## src/rtl/dmem_responder.sv

```systemverilog
`default_nettype none
// ============================================================================
// dmem_responder: strobe-driven 128x8 data memory with posted write buffer.
// Optional macro DMEM_TRACE_EN adds rd_count/wr_count.  Rev 1.0
// ============================================================================
module dmem_responder #(
  parameter int DATA_W = 8,
  parameter int ADDR_W = 7,
  parameter int DEPTH  = 128,
  parameter int RD_LAT = 1,
  parameter int WR_LAT = 2
) (
  input  logic              clk,
  input  logic              rst,
  input  logic [DATA_W-1:0] mem_in,
  input  logic [ADDR_W-1:0] line_number,
  input  logic              mem_read,
  input  logic              mem_write,
  output logic [DATA_W-1:0] mem_out,
  output logic              rd_valid,
  output logic              busy,
`ifdef DMEM_TRACE_EN
  output logic [15:0]       rd_count,
  output logic [15:0]       wr_count,
`endif
  output logic              err_collision
);

  localparam logic [2:0] RD_CNT_INIT = 3'(RD_LAT - 1);
  localparam logic [2:0] WR_CNT_INIT = 3'(WR_LAT - 1);

  typedef enum logic [0:0] {
    IDLE    = 1'b0,
    RD_WAIT = 1'b1
  } state_t;

  state_t            state_q, state_d;
  logic [2:0]        cnt_q, cnt_d;
  logic [ADDR_W-1:0] rd_addr_q, rd_addr_d;
  logic              rd_done;
  logic [DATA_W-1:0] rd_data;
  logic              collide;

  logic              mem_read_q, mem_write_q;
  logic              rise_r, rise_w;

  logic              wb_valid;
  logic [ADDR_W-1:0] wb_addr;
  logic [DATA_W-1:0] wb_data;
  logic [2:0]        wcnt;

  logic              commit_en;
  logic [DATA_W-1:0] mem [DEPTH];

  assign rise_r = mem_read & ~mem_read_q;
  assign rise_w = mem_write & ~mem_write_q;
  assign busy   = (state_q == RD_WAIT);

  always_ff @(posedge clk or posedge rst) begin
    if (rst) begin
      mem_read_q  <= 1'b0;
      mem_write_q <= 1'b0;
    end else begin
      mem_read_q  <= mem_read;
      mem_write_q <= mem_write;
    end
  end

  always_comb begin
    state_d   = state_q;
    cnt_d     = cnt_q;
    rd_addr_d = rd_addr_q;
    rd_done   = 1'b0;
    case (state_q)
      IDLE: begin
        if (rise_r && !rise_w) begin
          rd_addr_d = line_number;
          cnt_d     = RD_CNT_INIT;
          state_d   = RD_WAIT;
        end
      end
      RD_WAIT: begin
        if (cnt_q != 3'd0) begin
          cnt_d = cnt_q - 3'd1;
        end else begin
          rd_done = 1'b1;
          state_d = IDLE;
        end
      end
      default: state_d = IDLE;
    endcase
  end

  // A simultaneous write, or a new read while one is in flight, is a protocol error.
  assign collide = rise_r && (rise_w || (state_q == RD_WAIT));

  // Pending buffer contents are newer than the array, so they win on a match.
  assign rd_data = (wb_valid && (wb_addr == rd_addr_q)) ? wb_data : mem[rd_addr_q];

  always_ff @(posedge clk or posedge rst) begin
    if (rst) begin
      state_q       <= IDLE;
      cnt_q         <= 3'd0;
      rd_addr_q     <= '0;
      mem_out       <= '0;
      rd_valid      <= 1'b0;
      err_collision <= 1'b0;
    end else begin
      state_q   <= state_d;
      cnt_q     <= cnt_d;
      rd_addr_q <= rd_addr_d;
      rd_valid  <= rd_done;
      if (rd_done) begin
        mem_out <= rd_data;
      end
      if (collide) begin
        err_collision <= 1'b1;
      end
    end
  end

  // Old entry leaves the buffer either by timing out or by being displaced.
  assign commit_en = wb_valid && (rise_w ? (wb_addr != line_number) : (wcnt == 3'd0));

  always_ff @(posedge clk or posedge rst) begin
    if (rst) begin
      wb_valid <= 1'b0;
      wb_addr  <= '0;
      wb_data  <= '0;
      wcnt     <= 3'd0;
    end else if (rise_w) begin
      wb_valid <= 1'b1;
      wb_addr  <= line_number;
      wb_data  <= mem_in;
      wcnt     <= WR_CNT_INIT;
    end else if (wb_valid) begin
      if (wcnt == 3'd0) begin
        wb_valid <= 1'b0;
      end else begin
        wcnt <= wcnt - 3'd1;
      end
    end
  end

  always_ff @(posedge clk) begin
    if (commit_en) begin
      mem[wb_addr] <= wb_data;
    end
  end

`ifdef DMEM_TRACE_EN
  always_ff @(posedge clk or posedge rst) begin
    if (rst) begin
      rd_count <= 16'd0;
      wr_count <= 16'd0;
    end else begin
      if (rd_done && (rd_count != 16'hFFFF)) begin
        rd_count <= rd_count + 16'd1;
      end
      if (rise_w && (wr_count != 16'hFFFF)) begin
        wr_count <= wr_count + 16'd1;
      end
    end
  end
`endif

endmodule
`default_nettype wire

```

## config.mk

```make
export PLATFORM = sky130hd
export DESIGN_NAME = dmem_responder
export DESIGN_NICKNAME = d
export VERILOG_FILES = /design/src/rtl/dmem_responder.sv
export SDC_FILE = /design/constraint.sdc
export NUM_CORES = 1
export LEC_CHECK = 0
export BUFFER_PORTS_ARGS = -buffer_cell sky130_fd_sc_hd__buf_2
export CORE_UTILIZATION = 50
export CTS_BUF_LIST = sky130_fd_sc_hd__clkbuf_8
export DETAILED_ROUTE_END_ITERATION = 10
export GPL_TIMING_DRIVEN = 1
export PLACE_DENSITY = 0.64
export SLEW_MARGIN = 20
export SYNTH_ARGS = -nofsm -noshare
export SYNTH_HDL_FRONTEND = slang
export SYNTH_SLANG_ARGS = --single-unit
```

## constraint.sdc

```tcl
create_clock -name clk -period 6.9 [get_ports clk]
set_clock_uncertainty 0.2 [all_clocks]
set_input_delay 1.38 -clock clk [delete_from_list [all_inputs] [get_ports clk]]
set_output_delay 1.38 -clock clk [all_outputs]
set_load 0.1 [all_outputs]
```

==> parameters.txt <==
Parameter                              Value

Critical path
  CP Max Fanout    94
  Data required time at the worst endpoint    7.35 ns
  Crit. End Element    flop
  Kind of critical path    flop to flop
  Arr. time, crit path    4.71 ns
  Critical Path Source Type    flop

Clocking
  Clock buffer count from CTS    166
  Resized Gates After CTS    0
  Clock tree from TritonCTS    done
  Hold bufs inserted after CTS    0
  Post-CTS setup-driven buffer insertion count    0
  Max clock buf depth    3
  Cell chosen for the clock root    clkbuf_8
  TritonCTS sink count    1066
  Post-CTS clock slew at the launch and capture registers of the worst setup and hold paths    0.06 ns
  H-tree depth reported by CTS    4
  Later-pin clock latency in the skew report    0.80 ns

Pwr
  P_leak    0.0149 µW
  Power per standard cell area    374 mW/mm²
  IR drop worst, VDD    301 µV

Synthesis
  Seq cells post-synth    1066
  Commonest cells in the synthesized netlist    edfxtp_1, mux4_2, nor2_1, mux2i_1, nand2_1
  Post-synth cell types    59
  Complex-gate fraction of the synthesized area    3.35%
  Simple-gate share of the synthesized area    3.65%
  Leading cell types by total area after synthesis    edfxtp_1, mux4_2, dfrtp_1, mux2i_1, nor2_1
  Library cell with the highest instance count after synthesis    edfxtp_1
  Average cell area after synthesis    20.2 µm²
  Post-synthesis async set-or-reset flop share    3.94%
  Mux cell area share after synthesis    14.9%
  Dominant synthesized flop cell    edfxtp_1
  Dominant cell type by area after synthesis    edfxtp_1
  Nets in the synthesized netlist    2096
  Synthesized area    0.0418 mm²
  Post-synthesis sequential area ratio    76.1%
  XOR/XNOR share of the synthesized area    0.314%
  Number of flops mapped to enable cells by yosys    1024
  Post-synthesis cell count    2073
  Count of warnings emitted by yosys    0
  Main combinational cell family by area after synthesis    multiplexers
  Share of Yosys cell area claimed by the top area cell type    73.6%
  Post-Synth Adder-Cell Area    0.120%

Placed design
  I/O Buffers    29
  Gp weighted congestion    0.870
  Post-DP HPWL    63100 µm

STA
  Total negative setup slack    0 ns
  Period utilization    61.6%
  Final setup fails    0
  Clock period minus worst slack    4.25 ns
  Setup repair after global routing missed its margin    false
  Count of pins over their slew limit    0
  Highest achievable clock rate    235 MHz
  Transition at the pin with the smallest max-transition slack    1.13 ns
  Worst max-slew margin expressed relative to the limit    24.4%
  Hold Fails Final Rpt    0

Global route
  Vias in the first global route    21800
  Pin count of the biggest net entering global routing    127
  Global router's overall resource usage    25.2%
  Antenna violations before repair    4
  Wire length of the first global-routing pass    153000 µm
  Leftover overflow at the end of global routing    0

Detailed routing
  Drt pass-1 iters    5
  Antenna Nets Post-Route    0
  Routed Wire Length    105000 µm
  DRC violation total after the first TritonRoute iteration    2709
  Remaining routing DRC violations    0
  Via count of the routed design    21300
  Avg Vias per Cell    6.25
  Routed wirelength normalized by instance count    30.8 µm

Cells and area
  Fraction of layout instances using a drive strength above 1    22.6%
  Synthesis-to-layout area growth    10.1%
  Fraction of the core area covered by cells at the end of the flow    55.9%
  Final Net Count    2214

Floorplanning
  Number of standard-cell rows in the floorplan    105
  Die Outline Area    0.0847 mm²
  Height of the die    291 µm
  Number of primary I/O pins    30
  Placeable core region    0.0824 mm²
  Die outline width    291 µm
  Starting density of the core    50.7%

Outcome
  Status    finished, final reports clean

Job
  Max-cap violation count    0

Hold path
  Hold Crit Class    flop to flop
flip-flops by register name, indices dropped and copies added (netlist names), 3 cells and up:
name and flops:
wb_data 8, rd_addr_q 7, mem_out 8, wb_addr 7, wcnt 3, mem 1024, cnt_q 3
routing by layer:
metal | track usage (%) | share of wire, % | vias to the layer above
li1 | - | - | 8805
met1 | 36.3 | 42 | 11100
met2 | 38.5 | 47 | 1138
met3 | 5.44 | 8.9 | 190
met4 | 8.32 | 2.6 | 6
met5 | 0 | 0.039 | -
metrics by stage:
| stage | setup WS, ns | power, µW | std cells | cell area (µm²) | hold WS (ns) |
|---|---|---|---|---|---|
| 6_report | 2.65 | 17200 | 3400 | 46000 | 0.280 |
| 4_1_cts | 2.68 | 17200 | 3398 | 46000 | 0.278 |
| 3_3_place_gp | 2.16 | 12400 | 3093 | 43000 | 0.254 |
| 5_1_grt | 2.50 | 17800 | 3399 | 46000 | 0.315 |
| 3_5_place_dp | 2.07 | 12500 | 3093 | 43000 | 0.263 |
| 2_1_floorplan | 3.37 | 11000 | 2073 | 41800 | 0.259 |
worst paths after layout:
| kind | slack (ns) | start | to | cells past startpoint |
|---|---|---|---|---|
| max | 2.65 | rd_addr_q[0] | mem_out[2] | 7 |
| min | 0.28 | err_collision | err_collision | 1 |
| max reg2reg | 2.65 | rd_addr_q[0] | mem_out[2] | 7 |
| min reg2reg | 0.28 | err_collision | err_collision | 1 |
| max in group asynchronous | 5.17 | rst | wb_data[7] | 2 |
| min in group asynchronous | 0.61 | rst | wb_data[0] | 2 |
logic make-up (layout without fill, tap and decap cells):
logic type,Yosys count,count (layout)
compound gates,190,190
xor+xnor,15,15
fa+ha+maj,4,4
buf+inv,123,378
flops,1066,1066
mux,338,338
other cells,0,2
simple gates,337,337
layout make-up:
cell class,instances,area [µm²]
Antenna cell,2,5.00
Timing Repair Buffer,64,458
Tap cell,1070,1340
Fill cell,6078,36400
Sequential cell,1066,31800
Inverter,9,33.8
Clock buffer,172,2370
Clock inverter,133,627
Multi-Input combinational cell,884,9340
layout by cell type (no fill, tap or decap), types with 6 or more instances in the layout:
master / n
a22oi_1: 36
nor2_1: 146
nand2b_1: 10
clkbuf_8: 172
a21oi_1: 19
clkinv_1: 47
inv_1: 58
mux2i_1: 98
o21ai_0: 18
dfrtp_4: 10
nand2_1: 85
nor3_1: 6
buf_4: 31
clkinv_2: 24
a22o_1: 30
edfxtp_1: 1024
mux4_1: 10
o22ai_1: 21
a211o_1: 7
nand3_1: 18
a221oi_1: 10
nor2b_1: 28
nand4_1: 9
dfrtp_1: 30
a211oi_1: 15
xor2_1: 11
buf_2: 29
mux4_2: 211
inv_6: 6
mux2_2: 19
report_power, final:
| part | total, µW | leakage [µW] | switching, µW | internal, µW |
|---|---|---|---|---|
| combinational | 4630 | 0.00338 | 2760 | 1870 |
| clock | 4810 | 0.00173 | 2410 | 2400 |
| sequential | 7750 | 0.00978 | 400 | 7350 |
| total | 17200 | 0.0149 | 5570 | 11600 |
critical path: stages (launching register included):
cell	delay (ns)
dfrtp_4	1.00
buf_12	0.55
mux4_2	0.64
a22o_1	0.27
a221oi_1	0.49
o22ai_1	0.29
o31ai_1	0.33
a21oi_1	0.08
(Power assumes the default switching activity.)
